$ cat src/rtl/cmn_rr_arb_mux.sv
// Round-robin arbitrated N-to-1 val/rdy mux with a one-entry registered output stage.
// The winning requester's message is buffered and tagged with its source index.
module cmn_rr_arb_mux #(
    parameter  int p_nbits   = 32,
    parameter  int p_ninputs = 4,
    localparam int c_sbits   = $clog2(p_ninputs)
) (
    input  logic                          clk,
    input  logic                          reset,
    input  logic [p_ninputs-1:0]          in_val,
    output logic [p_ninputs-1:0]          in_rdy,
    input  logic [p_ninputs*p_nbits-1:0]  in_msg,
    output logic                          out_val,
    input  logic                          out_rdy,
    output logic [p_nbits-1:0]            out_msg,
    output logic [c_sbits-1:0]            out_src
);

    logic [c_sbits-1:0] ptr;
    logic [c_sbits-1:0] grant_idx;
    logic               grant_val;
    logic [p_nbits-1:0] grant_msg;
    logic [c_sbits-1:0] next_ptr;
    logic               enq_ok;
    logic               in_xfer;
    logic [c_sbits:0]   scan_sum;
    logic [c_sbits-1:0] scan_idx;

    // Scan from ptr upward with wraparound; the first valid requester wins.
    always_comb begin
        grant_val = 1'b0;
        grant_idx = '0;
        scan_sum  = '0;
        scan_idx  = '0;
        for (int off = 0; off < p_ninputs; off++) begin
            scan_sum = {1'b0, ptr} + (c_sbits+1)'(off);
            if (scan_sum >= (c_sbits+1)'(p_ninputs))
                scan_sum = scan_sum - (c_sbits+1)'(p_ninputs);
            scan_idx = scan_sum[c_sbits-1:0];
            if (!grant_val && in_val[scan_idx]) begin
                grant_val = 1'b1;
                grant_idx = scan_idx;
            end
        end
    end

    always_comb begin
        grant_msg = '0;
        for (int i = 0; i < p_ninputs; i++) begin
            if (grant_idx == c_sbits'(i))
                grant_msg = in_msg[i*p_nbits +: p_nbits];
        end
    end

    assign enq_ok   = !out_val || out_rdy;
    assign in_xfer  = grant_val && enq_ok && !reset;
    assign next_ptr = (grant_idx == c_sbits'(p_ninputs-1)) ? '0 : grant_idx + 1'b1;

    always_comb begin
        in_rdy = '0;
        if (in_xfer)
            in_rdy[grant_idx] = 1'b1;
    end

    // The pointer only moves on an accepted input, so stalls keep priority fixed.
    always_ff @(posedge clk) begin
        if (reset) begin
            out_val <= 1'b0;
            out_msg <= '0;
            out_src <= '0;
            ptr     <= '0;
        end else if (in_xfer) begin
            out_val <= 1'b1;
            out_msg <= grant_msg;
            out_src <= grant_idx;
            ptr     <= next_ptr;
        end else if (out_val && out_rdy) begin
            out_val <= 1'b0;
        end
    end

endmodule

$ cat config.mk
export PLATFORM = sky130hd
export DESIGN_NAME = cmn_rr_arb_mux
export DESIGN_NICKNAME = d
export VERILOG_FILES = /design/src/rtl/cmn_rr_arb_mux.sv
export SDC_FILE = /design/constraint.sdc
export NUM_CORES = 1
export LEC_CHECK = 0
export CAP_MARGIN = 20
export CORE_MARGIN = 10
export CORE_UTILIZATION = 37
export DETAILED_ROUTE_END_ITERATION = 6
export PLACE_DENSITY = 0.81
export SYNTH_ARGS = -nofsm -noshare
export SYNTH_HDL_FRONTEND = slang
export SYNTH_SLANG_ARGS = --single-unit
export TNS_END_PERCENT = 30
$ cat constraint.sdc
create_clock -name clk -period 3 [get_ports clk]
set_clock_uncertainty 0.2 [all_clocks]
set_input_delay 0.6 -clock clk [delete_from_list [all_inputs] [get_ports clk]]
set_output_delay 0.6 -clock clk [all_outputs]
set_load 0.02 [all_outputs]
Yosys cells after proc, flatten, opt, wreduce, memory -nomap -nowiden
Cells that the tools add are included.
{ "classes": {"add_sub_neg": 8, "mux": 30, "eq_ne": 3, "n_reduce_logical": 15, "order_cmp": 10} }
{ "ops": {"columns": ["cell", "count"], "rows": [
  ["$mux 32", 4],
  ["$mux 2", 9],
  ["$lt 2x3->1 const B", 5],
  ["$mux 1", 11],
  ["$ge 3x3->1 const B", 3],
  ["$bmux 1 s2", 4],
  ["$sub 2x1->2 const B", 4],
  ["$logic_and 1x1->1", 7],
  ["$add 2x2->3 const B", 2],
  ["$logic_not 1->1", 5],
  ["$eq 2x2->1 const B", 2],
  ["$mux 4", 1],
  ["$add 2x1->3 const B", 1],
  ["$ge 2x3->1 const B", 1],
  ["$add 2x1->2 const B", 1],
  ["$demux 1 s2", 1],
  ["$eq 2x1->1 const B", 1],
  ["$ge 2x1->1 const B", 1],
  ["$logic_not 2->1", 1],
  ["$reduce_bool 2->1", 1],
  ["$logic_or 1x1->1", 1]
]} }
{ "totals": {"elab_cells": 70, "register_bits": 37} }

Logic depth before layout (Yosys ltp)
Gate-level depths: netlist (run 1).
{ "depth": {"word_depth": 19, "mapped_depth": 9, "depth_no_buf": 7} }

Least setup slack after synthesis (run 1)
OpenSTA, ideal clock, no wires.
{ "synth_path": {"path_kind": "input-to-output", "startpoint": "in in_val[2]", "endpoint": "out in_rdy[3]", "cell_stages": 7, "n_path_buf": 2, "slack_ps": 14, "required_time_ps": 2200, "arrival_ps": 2186, "path_cell_list": "mux2i_1 -> nor2_1 -> nor4_1 -> ha_1 -> clkbuf_1 -> clkbuf_1 -> and2_1"} }
{ "synth_via": {"elab_chain_cells": 17, "elab_cells_between_ends": 30, "classes_between": "2 x order compare; 19 x mux; 9 x reduce/logical"} }
{ "synth_rtl": {"columns": ["item", "line_no", "source"], "rows": [
  ["from (decl)", "10", "input logic [p_ninputs-1:0] in_val,"],
  ["$bmux 1 s2", "40", "if (!grant_val && in_val[scan_idx]) begin"],
  ["$mux 1 (implied by the code)", "40", null],
  ["$mux 1", "40", null],
  ["$logic_not 1->1", "40", null],
  ["$logic_and 1x1->1", "40", null],
  ["$mux 1", "40", null],
  ["$logic_not 1->1", "40", null],
  ["$logic_and 1x1->1", "40", null],
  ["(+2 left out)", null, null],
  ["$logic_and 1x1->1", "40", null],
  ["$mux 2 *", "40", null],
  ["via grant_idx[0]", "20", "logic [c_sbits-1:0] grant_idx;"],
  ["$lt 2x3->1 (implied by the code) or $ge 2x1->1 (tied branches)", "62", "in_rdy[grant_idx] = 1'b1;"],
  ["$logic_and 1x1->1 (implied by the code)", "62", null],
  ["$mux 1 (implied by the code)", "62", null],
  ["$demux 1 s2 *", "62", null],
  ["$mux 4 *", "61", "if (in_xfer)"],
  ["to (decl)", "11", "output logic [p_ninputs-1:0] in_rdy,"]
]} }
The timed path passes the listed nets; every way through them passes the cells marked *. The select of a mux whose other input is x is not followed.

Worst setup path after layout (run 1)
{ "layout_path": {"startpoint": "in in_val[0]", "endpoint": "out in_rdy[2]"} }
{ "layout_via": {"elab_chain_cells": 17, "elab_cells_between_ends": 30, "classes_between": "2 x order compare; 19 x mux; 9 x reduce/logical"} }
{ "layout_rtl": {"columns": ["item", "line_no"], "rows": [
  ["$bmux 1 s2", "40"],
  ["$mux 1 (implied by the code)", "40"],
  ["$mux 1", "40"],
  ["$logic_not 1->1", "40"],
  ["$logic_and 1x1->1", "40"],
  ["$mux 1", "40"],
  ["$logic_not 1->1", "40"],
  ["$logic_and 1x1->1", "40"],
  ["$mux 1", "40"],
  ["$logic_not 1->1", "40"],
  ["$logic_and 1x1->1", "40"],
  ["$mux 2", "40"],
  ["$lt 2x3->1 (implied by the code) or $ge 2x1->1 (tied branches)", "62"],
  ["$logic_and 1x1->1 (implied by the code)", "62"],
  ["$mux 1 (implied by the code)", "62"],
  ["$demux 1 s2", "62"],
  ["$mux 4 *", "61"]
]} }
Every way passes the cells marked *; elsewhere a longest branch is shown, timed or not. The select of a mux whose other input is x is not followed.

==> metrics.cfg, run 1 <==
[synthesis]
synth.area.top_cells=dfxtp_1 (27%), a221o_1 (12%), a2111oi_0 (10%), a22oi_1 (8.8%), nand3b_1 (8.8%)
ys_seq_area_share_pct=27.2
synth_top_cell_by_area=dfxtp_1
synth.most_common_cell=dfxtp_1
synth_flop_cell=dfxtp_1
ys_async_sr_fraction_pct=0
synth_top_area_share_pct=27.2
ys_seq_elements=37
postSynthAreaPerCell_um2=7.85
synth-edff-count=0
synth_area_um2=2730
synth.distinct_cells=31
syn_nets=486
yosysWarningCount=0
synthCells=347
synth_common_cells=dfxtp_1 (37), inv_1 (36), a21oi_1 (35), nand2_1 (33)

[power]
p_leak_nw=1.83
peakVddDrop_mv=0.203
total_power_mw=2.21
cellPowerDensity_nw_per_um2=470

[floorplan]
dieArea_um2=11200
fp.coreArea_um2=7210
rows=31
io_pins=174
die_h_um=106
start_util_pct=37.8
fp.dieW_um=106

[clock_tree]
clk_path_buf_depth=2
cts_tree=yes
clock_latency_ns=0.27
cts_setup_buffers=0
htree_num_levels=2
holdBufCountCts=0
cts_buffers=5
clkTransAtPathRegs_ns=0.07
clock-sinks=37
clockRootBuffer=clkbuf_8

[route]
drtPass1Iterations=4
ant_nets=0
drt-vias-per-instance=5.54
drt_wl_total_um=11800
drc=0
drt_iter0_drc=135
wl_per_cell_um=19.5
vias=3347

[sta]
min_period_over_period_pct=99.1
worst-slew-pin-transition_ns=0.628
max_slew_margin_pct=58.1
finalHoldViolCount=0
fmax_ghz=0.336
grt_setup_unrepaired=true
slew_violations=0
setup_violations=0
period_needed_ns=2.97
fin_tns_setup_ns=0

[critical_path]
cp_max_fo=3
end_kind=output port
startpoint=in_val[0]
cp_top_family=simple AND/OR/NAND/NOR gates
crit_chain=dlygate4sd2_1, buf_6, nand2_4, nor2_2, or4_4, ha_4, and2_1, buf_4
rr_endpoint=out_msg[6]$_SDFFE_PP0P_
critPathMaxStageDelay_ns=0.57
cp-endpoint=in_rdy[2]
critPathArrivalTime_ns=2.17
r2r-start=ptr[1]$_SDFFE_PP0P_
crit_type=input pin to output port
r2r_slack_ns=0.25
crit_slowest_cell=or4_4
worstRegToRegCells=9
cp.required_ns=2.20
cp_num_buf_inv=3
cp-start-kind=input pin
path_depth=8

[finish]
area_growth_pct=72.7
fillers=637
fin_nets=643
drive_gt1_share_pct=8.73

[run_status]
status=finished clean

[place]
io_buffers=173
dp_hpwl_um=8660
place_congestion=0.804

[hold_path]
min-delay-path-class=flop to flop

[global_route]
grt-ovfl-total=0
grt_antenna_before_repair=1
grt_max_degree=65
grt_use_total_pct=19.8
grt_pass1_wl_um=18400
grt_pass1_vias=3587

[run]
maxCapViolCount=0

==> power breakdown <==
part	internal, mW	switching [mW]
Sequential	0.583	0.0471
Clock	0.183	0.172
Combinational	0.627	0.598
Total	1.39	0.817
==> how the worst min path moves through the flow <==
stage                                        start                  endpoint  slack [ns]  depth (start not counted)
after CTS                  out_msg[9]$_SDFFE_PP0P_   out_msg[9]$_SDFFE_PP0P_        0.26                          2
after global routing       out_msg[0]$_SDFFE_PP0P_   out_msg[0]$_SDFFE_PP0P_        0.28                          2
after global placement    out_msg[15]$_SDFFE_PP0P_  out_msg[15]$_SDFFE_PP0P_        0.24                          2
final                     out_msg[11]$_SDFFE_PP0P_  out_msg[11]$_SDFFE_PP0P_        0.26                          2
after detailed placement   out_msg[9]$_SDFFE_PP0P_   out_msg[9]$_SDFFE_PP0P_        0.25                          2
after floorplan                ptr[1]$_SDFFE_PP0P_       ptr[1]$_SDFFE_PP0P_        0.33                          2
==> final cells by class <==
cell class	count	area, µm²	share of cell area, %
diodes	1	2.50	0.0532
clock buffers	7	86.3	1.83
inverters	37	139	2.95
multi-input cells	229	1700	36.2
flip-flops and latches	37	741	15.7
well taps	99	124	2.63
repair buffers	194	1910	40.6
==> sequential cells by signal, indices dropped and copies added, names as in the netlist <==
| name | cells |
|---|---|
| ptr | 2 |
| out_val | 1 |
| out_src | 2 |
| out_msg | 32 |
==> cell families after synthesis <==
logic type	share of synthesized area [%]
fa+ha+maj	1.84
compound gates	40.0
flops	27.2
mux	0.367
simple gates	17.7
buf+inv	12.9
==> per-stage QoR <==
step           hold WS (ns)  util (%)  area (µm²)  instances  worst slack, ns
3_3_place_gp          0.244      63.1        4560        596           -0.623
5_1_grt               0.279      65.2        4710        604          -0.0278
3_5_place_dp          0.251      63.1        4560        596           -0.691
2_1_floorplan         0.330         -        2730        347           0.0143
4_1_cts               0.262      64.8        4680        603          0.00193
6_report              0.260      65.2        4710        604           0.0276
==> worst register-to-register path, cell delays in order (launching register included) <==
cell,delay [ns]
dfxtp_1,0.40
mux2i_1,0.27
nor2_1,0.11
nor4_2,0.31
buf_4,0.17
ha_2,0.18
clkbuf_8,0.33
a21oi_1,0.17
a221o_1,0.35
a22oi_1,0.18
==> layer usage <==
metal  vias up  global-route usage (%)  share of wire [%]
li1       1639                       -                  -
met4         0                    3.97                1.0
met1      1579                    21.4                 40
met3         8                    8.10                9.5
met5         -                       0                  0
met2       121                    35.3                 50
==> cell usage in the layout (no fill, tap or decap), types with 2 or more instances in the layout <==
cell type / n
clkdlybuf4s50_1: 165
dfxtp_1: 37
inv_1: 36
a21oi_1: 35
nand3b_1: 32
a221o_1: 32
nand2_1: 32
a22oi_1: 32
a2111oi_0: 30
buf_4: 16
clkbuf_8: 7
buf_6: 5
and2_1: 4
dlygate4sd2_1: 4
nand2b_1: 3
o211ai_1: 3
o31ai_1: 3
nor2_2: 2
a2111oi_1: 2
ha_2: 2
ha_4: 2
==> timing repair <==
| action | in CTS | in global routing |
|---|---|---|
| pin swaps | 3 | 1 |
| resized for setup | 33 | 9 |
| endpoints found under the setup margin | 36 | 35 |
(Power assumes the default switching activity.)
==> run 2: changes to the inputs <==
CAP_MARGIN = 40   (was 20)
CTS_CLUSTER_DIAMETER = 120   (was not set)
==> results of run 2 <==
Final layout, timing and power as in run 1 (identical DEF).
==> run 3: changes to the inputs <==
PLACE_DENSITY = 0.92   (was 0.81)
REMOVE_ABC_BUFFERS = 1   (was not set)
clock period = 2.8 ns   (was 3 ns; I/O delays follow)
==> metrics.cfg, run 3 (synthesis results as in run 1) <==
[sta]
period_needed_ns=2.87
slew_violations=0  ; unchanged
grt_setup_unrepaired=true  ; unchanged
max_slew_margin_pct=68.1  ; was 58.1%
fin_tns_setup_ns=-0.135  ; was 0 ns
fmax_ghz=0.349
finalHoldViolCount=0  ; unchanged
worst-slew-pin-transition_ns=0.478  ; was 0.628 ns
min_period_over_period_pct=102
layout_setup_ws_ns=-0.0655  ; was 0.0276 ns
setup_violations=3  ; was 0

[route]
drt_iter0_drc=181  ; was 135
drc=0  ; unchanged
ant_nets=0  ; unchanged
drt_wl_total_um=12500  ; was 11800 µm
drt-vias-per-instance=5.82  ; was 5.54
drtPass1Iterations=4  ; unchanged
vias=3595  ; was 3347
wl_per_cell_um=20.3  ; was 19.5 µm

[floorplan]
dieArea_um2=11200  ; unchanged
die_h_um=106  ; unchanged
start_util_pct=37.8  ; unchanged
fp.coreArea_um2=7210  ; unchanged
fp.dieW_um=106  ; unchanged
io_pins=174  ; unchanged
rows=31  ; unchanged

[finish]
final_common_cell=clkdlybuf4s50_1  ; unchanged
fillers=568  ; was 637
reg_top3=out_msg: 32 flops, out_src: 2 flops, ptr: 2 flops  ; unchanged
final_cell_mix=clkdlybuf4s50_1 (165), inv_1 (36), dfxtp_1 (36)  ; was clkdlybuf4s50_1 (165), dfxtp_1 (37), inv_1 (36)
drive_gt1_share_pct=12.9  ; was 8.73%
area_growth_pct=79.0  ; was 72.7%
insertedDiodeCount=0  ; was 1
largest_reg_flops=32  ; unchanged
fin_nets=657  ; was 643
multi_input_area_um2=1770  ; was 1700 µm²
seq_area_um2=744  ; was 741 µm²
largest_register=out_msg  ; unchanged

[global_route]
grt_max_degree=65  ; unchanged
grt_pass1_wl_um=19200  ; was 18400 µm
grt-ovfl-total=0  ; unchanged
grt_antenna_before_repair=0  ; was 1
grt_use_total_pct=20.5  ; was 19.8%
grt_pass1_vias=3706  ; was 3587

[power]
p_leak_nw=1.92  ; was 1.83 nW
total_power_mw=2.45  ; was 2.21 mW
peakVddDrop_mv=0.258  ; was 0.203 mV
cellPowerDensity_nw_per_um2=502  ; was 470 nW/µm²

[critical_path]
cp-start-kind=flop  ; was input pin
critPathArrivalTime_ns=2.11  ; was 2.17 ns
critPathMaxStageDelay_ns=0.60  ; was 0.57 ns
cp.required_ns=2.04  ; was 2.20 ns
crit_slowest_cell=or4_4  ; unchanged
end_kind=output port  ; unchanged
crit_type=flop to output port  ; was input pin to output port
cp_max_fo=5  ; was 3
cp_num_buf_inv=1  ; was 3
cp_top_family=simple AND/OR/NAND/NOR gates  ; unchanged
crit_chain=mux2i_4, nor2_4, or4_4, ha_4, and2_4, buf_6  ; was dlygate4sd2_1, buf_6, nand2_4, nor2_2, or4_4, ha_4, and2_1, buf_4

[clock_tree]
cts_buffers=5  ; unchanged
clock-sinks=37  ; unchanged
clock_latency_ns=0.28  ; was 0.27 ns
clockRootBuffer=clkbuf_8  ; unchanged
clkTransAtPathRegs_ns=0.07  ; about the same
clk_path_buf_depth=2  ; unchanged
htree_num_levels=2  ; unchanged
cts_tree=yes  ; unchanged

[run_status]
violations=setup timing
status=finished with violations  ; was finished clean

[run]
maxCapViolCount=0  ; unchanged

[place]
place_congestion=0.793  ; was 0.804
dp_hpwl_um=8590  ; was 8660 µm
io_buffers=173  ; unchanged

[hold_path]
min-delay-path-class=flop to flop  ; unchanged

## run 3: path summary, 6_finish.rpt
check	end	depth (start not counted)	slack (ns)	start
setup / recovery	in_rdy[2]	6	-0.07	ptr[1]$_SDFFE_PP0P_
setup reg to reg	out_msg[5]$_SDFFE_PP0P_	9	0.12	ptr[0]$_SDFFE_PP0P_
hold reg to reg	out_msg[15]$_SDFFE_PP0P_	2	0.26	out_msg[15]$_SDFFE_PP0P_
hold / removal	out_msg[15]$_SDFFE_PP0P_	2	0.26	out_msg[15]$_SDFFE_PP0P_
## run 3: where the power goes
| part | internal [mW] | switching, mW | total [mW] |
|---|---|---|---|
| clock network | 0.177 | 0.193 | 0.370 |
| logic | 0.724 | 0.672 | 1.40 |
| registers | 0.626 | 0.0582 | 0.685 |
| total | 1.53 | 0.923 | 2.45 |
## run 3: layout make-up
type	instances	share of cell area, %
clock buffers	8	1.64
inverters	37	2.85
multi-input cells	229	36.2
flip-flops and latches	37	15.3
well taps	99	2.54
repair buffers	208	41.5
## run 3: worst register-to-register path: stages, from the launching register on
cell       delay [ns]
dfxtp_1          0.53
inv_1            0.14
a221oi_2         0.26
buf_4            0.17
buf_4            0.11
nor2_2           0.05
ha_2             0.20
buf_6            0.24
a2111oi_0        0.51
a22oi_1          0.16
## run 3: stage by stage
| step | utilization (%) | std cells | hold WS (ns) | instance area (µm²) | setup WS [ns] |
|---|---|---|---|---|---|
| final | 67.6 | 618 | 0.259 | 4880 | -0.0655 |
| after global routing | 67.6 | 618 | 0.284 | 4880 | -0.104 |
| after CTS | 66.1 | 612 | 0.260 | 4770 | 0.000747 |
| after detailed placement | 63.1 | 596 | 0.250 | 4560 | -0.822 |
| after global placement | 63.1 | 596 | 0.244 | 4560 | -0.758 |
| after floorplan | - | 303 | 0.334 | 2510 | -1.89 |
## run 3: metal layers
| layer | global-route usage, % | part of all wire [%] |
|---|---|---|
| met2 | 37.2 | 51 |
| met1 | 22.3 | 39 |
| met4 | 6.67 | 2.5 |
| met5 | 0 | 0 |
| met3 | 5.97 | 7.7 |
## run 3: what timing repair did
item | 4_1_cts | 5_1_grt
setup endpoints to repair | 36 | 36
pin swaps | 6 | 6
gates resized for setup | 45 | 28
hold buffers | 0 | 0
buffers inserted | 8 | 7
